$ cat src/rtl/diff_core_pkg.sv
// Shared constants and types for the diffusion core datapath: psum buffer
// geometry and the write-back scheduler state encoding.
package diff_core_pkg;

    // Psum buffer is double-banked so the producer can fill one bank while the
    // write-back unit drains the other.
    localparam int PSUM_BANKS = 2;

    // Number of banks the write-back scheduler alternates between.
    localparam int WB_BANKS = PSUM_BANKS;

    typedef enum logic [2:0] {
        WB_IDLE      = 3'd0,
        WB_WAIT_BANK = 3'd1,
        WB_ISSUE     = 3'd2,
        WB_RUN       = 3'd3,
        WB_DONE      = 3'd4
    } wb_sched_state_t;

    // One-hot mask selecting a single bank.
    function automatic logic [WB_BANKS-1:0] bank_mask(input logic bank);
        logic [WB_BANKS-1:0] m;
        m       = {WB_BANKS{1'b0}};
        m[bank] = 1'b1;
        return m;
    endfunction

endpackage

$ cat src/rtl/wb_scheduler_if.sv
// Job, bank and write-back control signals of the write-back scheduler.
// slave  : the scheduler's view (accepts jobs, commands the write-back unit)
// master : the surrounding environment's view
interface wb_scheduler_if;
    import diff_core_pkg::*;

    logic                job_valid;
    logic                job_ready;
    logic [7:0]          job_groups_i;
    logic [15:0]         job_pace_i;
    logic                job_bit_mode_i;
    logic [WB_BANKS-1:0] bank_fill_i;
    logic [WB_BANKS-1:0] bank_full_o;
    logic [WB_BANKS-1:0] bank_release_o;
    logic                wb_ctrl_valid;
    logic                wb_ctrl_ready;
    logic                wb_ctrl_finish;
    logic [15:0]         wb_pace_o;
    logic                wb_bit_mode_o;
    logic                wb_bank_sel_o;
    logic                job_done_o;
    logic                busy_o;
    logic                overflow_o;

    modport slave (
        input  job_valid, job_groups_i, job_pace_i, job_bit_mode_i,
        input  bank_fill_i, wb_ctrl_ready, wb_ctrl_finish,
        output job_ready, bank_full_o, bank_release_o, wb_ctrl_valid,
        output wb_pace_o, wb_bit_mode_o, wb_bank_sel_o, job_done_o,
        output busy_o, overflow_o
    );

    modport master (
        output job_valid, job_groups_i, job_pace_i, job_bit_mode_i,
        output bank_fill_i, wb_ctrl_ready, wb_ctrl_finish,
        input  job_ready, bank_full_o, bank_release_o, wb_ctrl_valid,
        input  wb_pace_o, wb_bit_mode_o, wb_bank_sel_o, job_done_o,
        input  busy_o, overflow_o
    );

endinterface

$ cat src/rtl/wb_bank_tracker.sv
// Psum bank occupancy tracker. A bank becomes full on a producer fill pulse
// and empty on a consumer release pulse; a fill that lands on a bank that is
// still full (and not being released that same cycle) latches a sticky
// overflow flag. Fill wins over a coincident release.
module wb_bank_tracker
    import diff_core_pkg::*;
(
    input  logic                clk,
    input  logic                rst_n,
    input  logic [WB_BANKS-1:0] fill_i,
    input  logic [WB_BANKS-1:0] release_i,
    output logic [WB_BANKS-1:0] full_o,
    output logic                overflow_o
);

    logic [WB_BANKS-1:0] full_r;
    logic                overflow_r;

    // Update bank occupancy and the sticky overflow flag.
    always_ff @(posedge clk or negedge rst_n) begin
        if (!rst_n) begin
            full_r     <= {WB_BANKS{1'b0}};
            overflow_r <= 1'b0;
        end else begin
            full_r <= (full_r & ~release_i) | fill_i;
            if (|(fill_i & full_r & ~release_i)) begin
                overflow_r <= 1'b1;
            end else begin
                overflow_r <= overflow_r;
            end
        end
    end

    assign full_o     = full_r;
    assign overflow_o = overflow_r;

endmodule

$ cat src/rtl/wb_scheduler.sv
// Write-back scheduler: accepts a job of N channel groups and, for each
// group, waits for the current psum bank to fill, commands the write-back
// unit, waits for it to finish, releases the bank and moves to the other
// bank. The current bank survives across jobs so producer and consumer
// stay in lockstep.
module wb_scheduler
    import diff_core_pkg::*;
(
    input  logic           clk,
    input  logic           rst_n,
    wb_scheduler_if.slave  bus
);

    wb_sched_state_t     state_r;
    logic                cur_bank_r;
    logic [7:0]          remaining_r;
    logic [15:0]         pace_r;
    logic                bit_mode_r;
    logic                job_ready_r;
    logic                busy_r;
    logic                ctrl_valid_r;
    logic                job_done_r;
    logic [WB_BANKS-1:0] release_r;

    logic [WB_BANKS-1:0] bank_full_s;
    logic                overflow_s;

    wb_bank_tracker u_bank_tracker (
        .clk        (clk),
        .rst_n      (rst_n),
        .fill_i     (bus.bank_fill_i),
        .release_i  (release_r),
        .full_o     (bank_full_s),
        .overflow_o (overflow_s)
    );

    // Scheduler FSM with all status/command outputs registered alongside it.
    always_ff @(posedge clk or negedge rst_n) begin
        if (!rst_n) begin
            state_r      <= WB_IDLE;
            cur_bank_r   <= 1'b0;
            remaining_r  <= 8'd0;
            pace_r       <= 16'd0;
            bit_mode_r   <= 1'b0;
            job_ready_r  <= 1'b1;
            busy_r       <= 1'b0;
            ctrl_valid_r <= 1'b0;
            job_done_r   <= 1'b0;
            release_r    <= {WB_BANKS{1'b0}};
        end else begin
            // Pulses default low and are raised only on their event.
            job_done_r <= 1'b0;
            release_r  <= {WB_BANKS{1'b0}};
            case (state_r)
                WB_IDLE: begin
                    if (bus.job_valid) begin
                        remaining_r <= bus.job_groups_i;
                        pace_r      <= bus.job_pace_i;
                        bit_mode_r  <= bus.job_bit_mode_i;
                        job_ready_r <= 1'b0;
                        busy_r      <= 1'b1;
                        if (bus.job_groups_i == 8'd0) begin
                            state_r <= WB_DONE;
                        end else begin
                            state_r <= WB_WAIT_BANK;
                        end
                    end else begin
                        state_r <= WB_IDLE;
                    end
                end
                WB_WAIT_BANK: begin
                    if (bank_full_s[cur_bank_r]) begin
                        state_r      <= WB_ISSUE;
                        ctrl_valid_r <= 1'b1;
                    end else begin
                        state_r <= WB_WAIT_BANK;
                    end
                end
                WB_ISSUE: begin
                    if (bus.wb_ctrl_ready) begin
                        state_r      <= WB_RUN;
                        ctrl_valid_r <= 1'b0;
                    end else begin
                        state_r <= WB_ISSUE;
                    end
                end
                WB_RUN: begin
                    if (bus.wb_ctrl_finish) begin
                        release_r   <= bank_mask(cur_bank_r);
                        cur_bank_r  <= ~cur_bank_r;
                        remaining_r <= remaining_r - 8'd1;
                        if (remaining_r == 8'd1) begin
                            state_r <= WB_DONE;
                        end else begin
                            state_r <= WB_WAIT_BANK;
                        end
                    end else begin
                        state_r <= WB_RUN;
                    end
                end
                WB_DONE: begin
                    job_done_r  <= 1'b1;
                    job_ready_r <= 1'b1;
                    busy_r      <= 1'b0;
                    state_r     <= WB_IDLE;
                end
                default: begin
                    state_r      <= WB_IDLE;
                    ctrl_valid_r <= 1'b0;
                    job_ready_r  <= 1'b1;
                    busy_r       <= 1'b0;
                end
            endcase
        end
    end

    assign bus.job_ready      = job_ready_r;
    assign bus.busy_o         = busy_r;
    assign bus.wb_ctrl_valid  = ctrl_valid_r;
    assign bus.job_done_o     = job_done_r;
    assign bus.bank_release_o = release_r;
    assign bus.bank_full_o    = bank_full_s;
    assign bus.overflow_o     = overflow_s;
    assign bus.wb_pace_o      = pace_r;
    assign bus.wb_bit_mode_o  = bit_mode_r;
    assign bus.wb_bank_sel_o  = cur_bank_r;

endmodule

$ cat src/flat_wrapper.sv
// flat-port wrapper written by rule: the top's interface ports become plain ports
module wb_scheduler_flat import diff_core_pkg::*;
  (clk, rst_n, bus_job_valid, bus_job_groups_i, bus_job_pace_i, bus_job_bit_mode_i, bus_bank_fill_i, bus_wb_ctrl_ready, bus_wb_ctrl_finish, bus_job_ready, bus_bank_full_o, bus_bank_release_o, bus_wb_ctrl_valid, bus_wb_pace_o, bus_wb_bit_mode_o, bus_wb_bank_sel_o, bus_job_done_o, bus_busy_o, bus_overflow_o);
  wb_scheduler_if bus_i ();
  input  logic clk;
  input  logic rst_n;
  input wire logic [$bits(bus_i.job_valid)-1:0] bus_job_valid;
  input wire logic [$bits(bus_i.job_groups_i)-1:0] bus_job_groups_i;
  input wire logic [$bits(bus_i.job_pace_i)-1:0] bus_job_pace_i;
  input wire logic [$bits(bus_i.job_bit_mode_i)-1:0] bus_job_bit_mode_i;
  input wire logic [$bits(bus_i.bank_fill_i)-1:0] bus_bank_fill_i;
  input wire logic [$bits(bus_i.wb_ctrl_ready)-1:0] bus_wb_ctrl_ready;
  input wire logic [$bits(bus_i.wb_ctrl_finish)-1:0] bus_wb_ctrl_finish;
  output wire logic [$bits(bus_i.job_ready)-1:0] bus_job_ready;
  output wire logic [$bits(bus_i.bank_full_o)-1:0] bus_bank_full_o;
  output wire logic [$bits(bus_i.bank_release_o)-1:0] bus_bank_release_o;
  output wire logic [$bits(bus_i.wb_ctrl_valid)-1:0] bus_wb_ctrl_valid;
  output wire logic [$bits(bus_i.wb_pace_o)-1:0] bus_wb_pace_o;
  output wire logic [$bits(bus_i.wb_bit_mode_o)-1:0] bus_wb_bit_mode_o;
  output wire logic [$bits(bus_i.wb_bank_sel_o)-1:0] bus_wb_bank_sel_o;
  output wire logic [$bits(bus_i.job_done_o)-1:0] bus_job_done_o;
  output wire logic [$bits(bus_i.busy_o)-1:0] bus_busy_o;
  output wire logic [$bits(bus_i.overflow_o)-1:0] bus_overflow_o;
  assign bus_i.job_valid = bus_job_valid;
  assign bus_i.job_groups_i = bus_job_groups_i;
  assign bus_i.job_pace_i = bus_job_pace_i;
  assign bus_i.job_bit_mode_i = bus_job_bit_mode_i;
  assign bus_i.bank_fill_i = bus_bank_fill_i;
  assign bus_i.wb_ctrl_ready = bus_wb_ctrl_ready;
  assign bus_i.wb_ctrl_finish = bus_wb_ctrl_finish;
  assign bus_job_ready = bus_i.job_ready;
  assign bus_bank_full_o = bus_i.bank_full_o;
  assign bus_bank_release_o = bus_i.bank_release_o;
  assign bus_wb_ctrl_valid = bus_i.wb_ctrl_valid;
  assign bus_wb_pace_o = bus_i.wb_pace_o;
  assign bus_wb_bit_mode_o = bus_i.wb_bit_mode_o;
  assign bus_wb_bank_sel_o = bus_i.wb_bank_sel_o;
  assign bus_job_done_o = bus_i.job_done_o;
  assign bus_busy_o = bus_i.busy_o;
  assign bus_overflow_o = bus_i.overflow_o;
  wb_scheduler u_core (.clk(clk), .rst_n(rst_n), .bus(bus_i));
endmodule
$ cat config.mk
export PLATFORM = sky130hd
export DESIGN_NAME = wb_scheduler_flat
export DESIGN_NICKNAME = d
export VERILOG_FILES = /design/src/rtl/diff_core_pkg.sv /design/src/rtl/wb_scheduler_if.sv /design/src/rtl/wb_bank_tracker.sv /design/src/rtl/wb_scheduler.sv /design/src/flat_wrapper.sv
export SDC_FILE = /design/constraint.sdc
export NUM_CORES = 1
export LEC_CHECK = 0
export ABC_AREA = 0
export CORE_ASPECT_RATIO = 1.5
export CORE_MARGIN = 4
export CORE_UTILIZATION = 45
export CTS_CLUSTER_DIAMETER = 200
export DETAILED_ROUTE_END_ITERATION = 16
export PLACE_DENSITY = 0.79
export SLEW_MARGIN = 20
export SYNTH_ARGS = -nofsm -noshare
export SYNTH_HDL_FRONTEND = slang
export SYNTH_SLANG_ARGS = --single-unit
$ cat constraint.sdc
create_clock -name clk -period 2 [get_ports clk]
set_input_delay 0.4 -clock clk [delete_from_list [all_inputs] [get_ports clk]]
set_output_delay 0.4 -clock clk [all_outputs]
set_load 0.05 [all_outputs]
==> flow_summary.json, run 1 <==
{
  "status": "complete, no violations",
  "cts-resized-gates": 0,
  "hold_class": "input port to async pin",
  "final_common_cell": "nand2_1",
  "vdd_drop_max_mv": 0.979,
  "antenna_found_initial": 0,
  "clkPwrFrac_pct": 13.1,
  "max_slew_margin_pct": 61.3,
  "synth-seq-cells": 38,
  "first_global_vias": 1542,
  "critical_path.max_stage_delay_ps": 480,
  "setup_ws_ps": 76.3,
  "grt_pass1_wl_mm": 7.31,
  "gp_congestion": 0.912,
  "antennaDiodeCount": 0,
  "instances_no_fill": 292,
  "worstPathArrival_ps": 2080,
  "cts_buffers": 5,
  "cts_max_level": 2,
  "io_pins": 59,
  "critPathLaunchType": "flip-flop",
  "hold_buffers": 0,
  "fmax_ghz": 0.520,
  "placedCellCount": 284,
  "cts.sinks": 38,
  "period_share_pct": 96.2,
  "wire_per_inst_um": 14.7,
  "cts-root-buf": "clkbuf_8",
  "first_pass_iters": 4,
  "synth_area_leader_cell": "dfrtp_1",
  "antenna_left": 0,
  "p_comb_share_pct": 53.2,
  "drt_iter0_markers": 64,
  "yosysUniqueCellTypes": 43,
  "syn2layout_area_growth_pct": 40.3,
  "rr_worst_depth": 5,
  "place_area_um2": 2420,
  "drc_errors": 0,
  "worstSetupPathType": "flip-flop to flip-flop",
  "cts_setup_buffers": 0,
  "critPathTopFamily": "compound AO/OA/AOI/OAI gates",
  "worstPathRequired_ps": 2150,
  "utilization_pct": 67.0,
  "synthTopCellsByArea": "dfrtp_1 52%, nand2_1 12%, mux2i_1 3.4%",
  "worstMarginPinSlew_ps": 575,
  "path_clk_slew_ps": 70,
  "synth_area_um2": 1790,
  "ys.flop_type": "dfrtp_1",
  "dp_hpwl_mm": 3.22,
  "grt-ovfl-total": 0,
  "n_fill_cell": 332,
  "max-cap-violations": 0,
  "grt_max_degree": 39,
  "intPower_w": 0.00221,
  "r2r_start": "u_core.remaining_r[0]",
  "end_kind": "flip-flop",
  "critPathMaxFanout": 5,
  "power.density_nw_per_um2": 1650,
  "fin_crit_ps": 1920,
  "die_x_um": 59.5,
  "yosysTopAreaCellShare_pct": 51.7,
  "p_leak_nw": 1.13,
  "async_flop_share_pct": 100,
  "crit_slowest_cell": "or3b_2",
  "port_buffers": 58,
  "p_switching_w": 0.00195,
  "clock_latency_ps": 290,
  "critPathLaunch": "u_core.remaining_r[0]",
  "place_ws_ps": -21.0,
  "syn_avg_cell_area_um2": 9.67,
  "skew_ps": 3.06,
  "r2r_slack_ps": 80,
  "yosysWarnings": 0,
  "yosysSeqAreaShare_pct": 53.2,
  "setup_violations": 0,
  "stdcell_area_um2": 2510,
  "clockBufferDepth": 2,
  "vias": 1577,
  "r2r-end": "u_core.remaining_r[6]",
  "die_h_um": 85.2,
  "track_usage_pct": 18.7,
  "core.rowCount": 27,
  "dieArea_um2": 5070,
  "layout-drive-gt1-share_pct": 9.24,
  "final_cell_mix": "56 x nand2_1, 55 x clkdlybuf4s50_1, 37 x dfrtp_1",
  "rsz0062_at_grt": "false",
  "drt_wl_total_mm": 4.30,
  "p_sw_share_pct": 46.9,
  "slew_viol_final": 0,
  "cts_tree": "yes",
  "core-area_um2": 3750,
  "hold_viol_final": 0,
  "crit_chain": "inv_1 > ha_1 > or3b_2 > o311ai_0 > o211ai_2",
  "synth_edf_count": 0,
  "start_util_pct": 47.7,
  "viasPerCell": 5.40,
  "nNetsFinal": 282,
  "path_buf_inv": 1,
  "p_total_w": 0.00416,
  "syn_inst": 185,
  "seqPwrFrac_pct": 33.6,
  "synthesis.nets": 219
}
kinds of logic after synthesis:
group / synth area share (%)
simple gates: 25.0
flops: 53.2
compound gates: 11.4
buf+inv: 4.55
mux: 3.99
fa+ha+maj: 1.40
xor+xnor: 0.490
sequential cells by signal, summed over array words and instances (netlist names):
name                              count
u_core.remaining_r                    8
u_core.bus.bank_release_o             2
u_core.bus.wb_bank_sel_o              1
u_core.bus.job_ready                  1
u_core.bus.busy_o                     1
u_core.u_bank_tracker.full_o          2
u_core.bus.wb_bit_mode_o              1
u_core.u_bank_tracker.overflow_o      1
u_core.bus.wb_pace_o                 16
u_core.bus.job_done_o                 1
u_core.state_r                        3
u_core.bus.wb_ctrl_valid              1
cell type report:
| class | instances | area [um^2] | area share, % |
|---|---|---|---|
| clock buffers | 7 | 86.3 | 3.44 |
| clock inverters | 1 | 5.00 | 0.199 |
| inverters | 7 | 26.3 | 1.05 |
| multi-input cells | 131 | 764 | 30.4 |
| flip-flops and latches | 38 | 952 | 37.9 |
| well taps | 43 | 53.8 | 2.14 |
| repair buffers | 65 | 623 | 24.8 |
synth_stat cells (2+ instances only):
master,instances
nor3_1,3
nand3_1,8
nor4_1,4
o2bb2ai_1,3
o311ai_0,2
buf_2,5
dfrtp_1,37
and2_1,2
mux2i_1,6
a21o_1,3
o22ai_1,4
nor2_1,8
clkbuf_1,2
buf_6,2
ha_1,2
o211ai_1,3
a21oi_1,3
nand2_1,56
inv_1,7
nand2b_1,2
metrics by stage:
| stage | hold slack (ps) | setup TNS (ps) |
|---|---|---|
| after floorplan | 104 | 0 |
| after global placement | 455 | 0 |
| after detailed placement | 459 | -25.0 |
| after CTS | 170 | 0 |
| after global routing | 197 | 0 |
| final | 151 | 0 |
worst max-delay path by stage:
stage	endpoint	slack, ps	cells after the start
after floorplan	u_core.remaining_r[6]	270	5
after global placement	u_core.remaining_r[4]	30	4
after detailed placement	u_core.remaining_r[4]	-20	4
after CTS	bus_bank_full_o[1]	80	1
after global routing	u_core.remaining_r[6]	8	5
final	u_core.remaining_r[6]	80	5
per-layer routing:
metal | wire, um | global-route usage [%] | share of wire (%) | vias up
li1 | - | - | - | 772
met2 | 2230 | 31.6 | 52 | 49
met5 | 0 | 0 | 0 | -
met3 | 213 | 3.20 | 5.0 | 7
met4 | 72 | 7.84 | 1.7 | 0
met1 | 1780 | 22.7 | 41 | 749
power by group through the flow:
stage | sequential, W | clock (W) | combinational [W]
final | 0.00140 | 0.000546 | 0.00221
after global routing | 0.00145 | 0.000598 | 0.00238
after CTS | 0.00139 | 0.000556 | 0.00224
after detailed placement | 0.00140 | 0 | 0.00223
after global placement | 0.00139 | 0 | 0.00220
after floorplan | 0.00205 | 0 | 0.000824
Note: power is estimated with default switching activity, not from simulation.
==> run 2: changes to the inputs <==
--- a/config.mk
+++ b/config.mk
@@ -8,10 +8,11 @@
 export ABC_AREA = 0
 export CORE_ASPECT_RATIO = 1.5
 export CORE_MARGIN = 4
-export CORE_UTILIZATION = 45
+export CORE_UTILIZATION = 47
+export CTS_BUF_LIST = sky130_fd_sc_hd__clkbuf_2
 export CTS_CLUSTER_DIAMETER = 200
 export DETAILED_ROUTE_END_ITERATION = 16
-export PLACE_DENSITY = 0.79
+export PLACE_DENSITY = 0.82
 export SLEW_MARGIN = 20
 export SYNTH_ARGS = -nofsm -noshare
 export SYNTH_HDL_FRONTEND = slang
==> flow_summary.json, run 2 (synthesis gave the netlist of run 1 again) <==
{
  "status": "complete, no violations",
  "port_buffers": 58,
  "dieArea_um2": 4880,
  "utilization_pct": 68.9,
  "first_global_vias": 1527,
  "critPathMaxFanout": 5,
  "grt-ovfl-total": 0,
  "r2r-end": "u_core.remaining_r[6]",
  "hold_viol_final": 0,
  "hold_class": "input port to async pin",
  "setup_ws_ps": 114,
  "place_ws_ps": -36.5,
  "wire_per_inst_um": 15.0,
  "clockBufferDepth": 2,
  "cts_max_level": 2,
  "viasPerCell": 5.51,
  "antennaDiodeCount": 0,
  "io_pins": 59,
  "p_total_w": 0.00414,
  "drt_iter0_markers": 98,
  "layout-drive-gt1-share_pct": 8.84,
  "worstSetupPathType": "flip-flop to flip-flop",
  "max_slew_margin_pct": 64.4,
  "r2r_start": "u_core.remaining_r[0]",
  "critPathLaunchType": "flip-flop",
  "core.rowCount": 27,
  "skew_ps": 14.5,
  "fmax_ghz": 0.530,
  "antenna_left": 0,
  "track_usage_pct": 18.4,
  "cts_buffers": 5,
  "largest_register_ffs": 16,
  "grt_max_degree": 39,
  "p_leak_nw": 1.35,
  "end_kind": "flip-flop",
  "nNetsFinal": 282,
  "fin_crit_ps": 1890,
  "first_pass_iters": 5,
  "drc_errors": 0,
  "worstPathArrival_ps": 2170,
  "worstPathRequired_ps": 2280,
  "critPathLaunch": "u_core.remaining_r[0]",
  "clock_latency_ps": 390,
  "cts_setup_buffers": 0,
  "r2r_slack_ps": 110,
  "grt_pass1_wl_mm": 7.03,
  "gp_congestion": 0.909,
  "start_util_pct": 48.6,
  "final_cell_mix": "56 x nand2_1, 37 x dfrtp_1, 30 x clkdlybuf4s50_1",
  "slew_viol_final": 0,
  "power.density_nw_per_um2": 1630,
  "endpoint": "u_core.remaining_r[6]",
  "cts-root-buf": "clkbuf_2",
  "final_common_cell": "nand2_1",
  "placedCellCount": 284,
  "max-cap-violations": 0,
  "dp_hpwl_mm": 3.22,
  "syn2layout_area_growth_pct": 41.9,
  "setup_violations": 0,
  "core-area_um2": 3680,
  "antenna_found_initial": 0,
  "instances_no_fill": 292,
  "rsz0062_at_grt": "false",
  "worstMarginPinSlew_ps": 533,
  "cts_tree": "yes",
  "rr_worst_depth": 5,
  "vdd_drop_max_mv": 0.906,
  "path_clk_slew_ps": 190,
  "die_h_um": 83.6,
  "period_share_pct": 94.3,
  "vias": 1609,
  "die_x_um": 58.4,
  "drt_wl_total_mm": 4.39,
  "cts.sinks": 38
}
[run 2: worst min-delay path by stage]
stage | to | startpoint | depth (start not counted)
2_1_floorplan | u_core.bus.bank_release_o[0] | rst_n | 0
4_1_cts | u_core.u_bank_tracker.overflow_o | rst_n | 2
5_1_grt | u_core.bus.wb_pace_o[9] | rst_n | 2
3_5_place_dp | u_core.bus.wb_pace_o[10] | u_core.bus.wb_pace_o[10] | 2
6_report | u_core.u_bank_tracker.overflow_o | rst_n | 2
3_3_place_gp | u_core.bus.wb_pace_o[6] | u_core.bus.wb_pace_o[6] | 2
[run 2: final cells by class]
class | count | area [um^2]
flip-flops and latches | 38 | 952
inverters | 7 | 26.3
multi-input cells | 131 | 764
clock buffers | 5 | 25.0
fillers | 297 | 1140
repair buffers | 65 | 653
clock inverters | 3 | 63.8
well taps | 43 | 53.8
[run 2: repair_timing]
action | in CTS | in global routing
setup endpoints to repair | 11 | 16
resized for setup | 11 | 16
hold buffers | 0 | 0
[run 2: worst max-delay path: stages, from the launching register on]
cell	delay, ps
dfrtp_1	470
inv_1	130
ha_1	230
or3b_2	490
o311ai_1	330
o211ai_2	130
[run 2: per-stage QoR]
| stage | setup TNS, ps | hold WS, ps | instance area [um^2] |
|---|---|---|---|
| after global placement | 0 | 457 | 2420 |
| after floorplan | 0 | 104 | 1790 |
| final | 0 | 16.1 | 2540 |
| after global routing | 0 | 29.2 | 2540 |
| after CTS | 0 | 20.3 | 2500 |
| after detailed placement | -60.7 | 462 | 2420 |
[run 2: layer usage]
| layer | vias to the layer above | global-route usage (%) | part of all wire (%) | wire, um |
|---|---|---|---|---|
| li1 | 767 | - | - | - |
| met5 | - | 0 | 0 | 0 |
| met2 | 59 | 30.3 | 51 | 2260 |
| met1 | 772 | 22.0 | 40 | 1760 |
| met4 | 0 | 9.92 | 2.3 | 102 |
| met3 | 11 | 3.56 | 6.1 | 269 |
[run 2: where the power goes]
group	switching (W)	internal, W
clock network	0.000250	0.000333
logic	0.00139	0.000779
registers	0.000301	0.00108
total	0.00194	0.00219
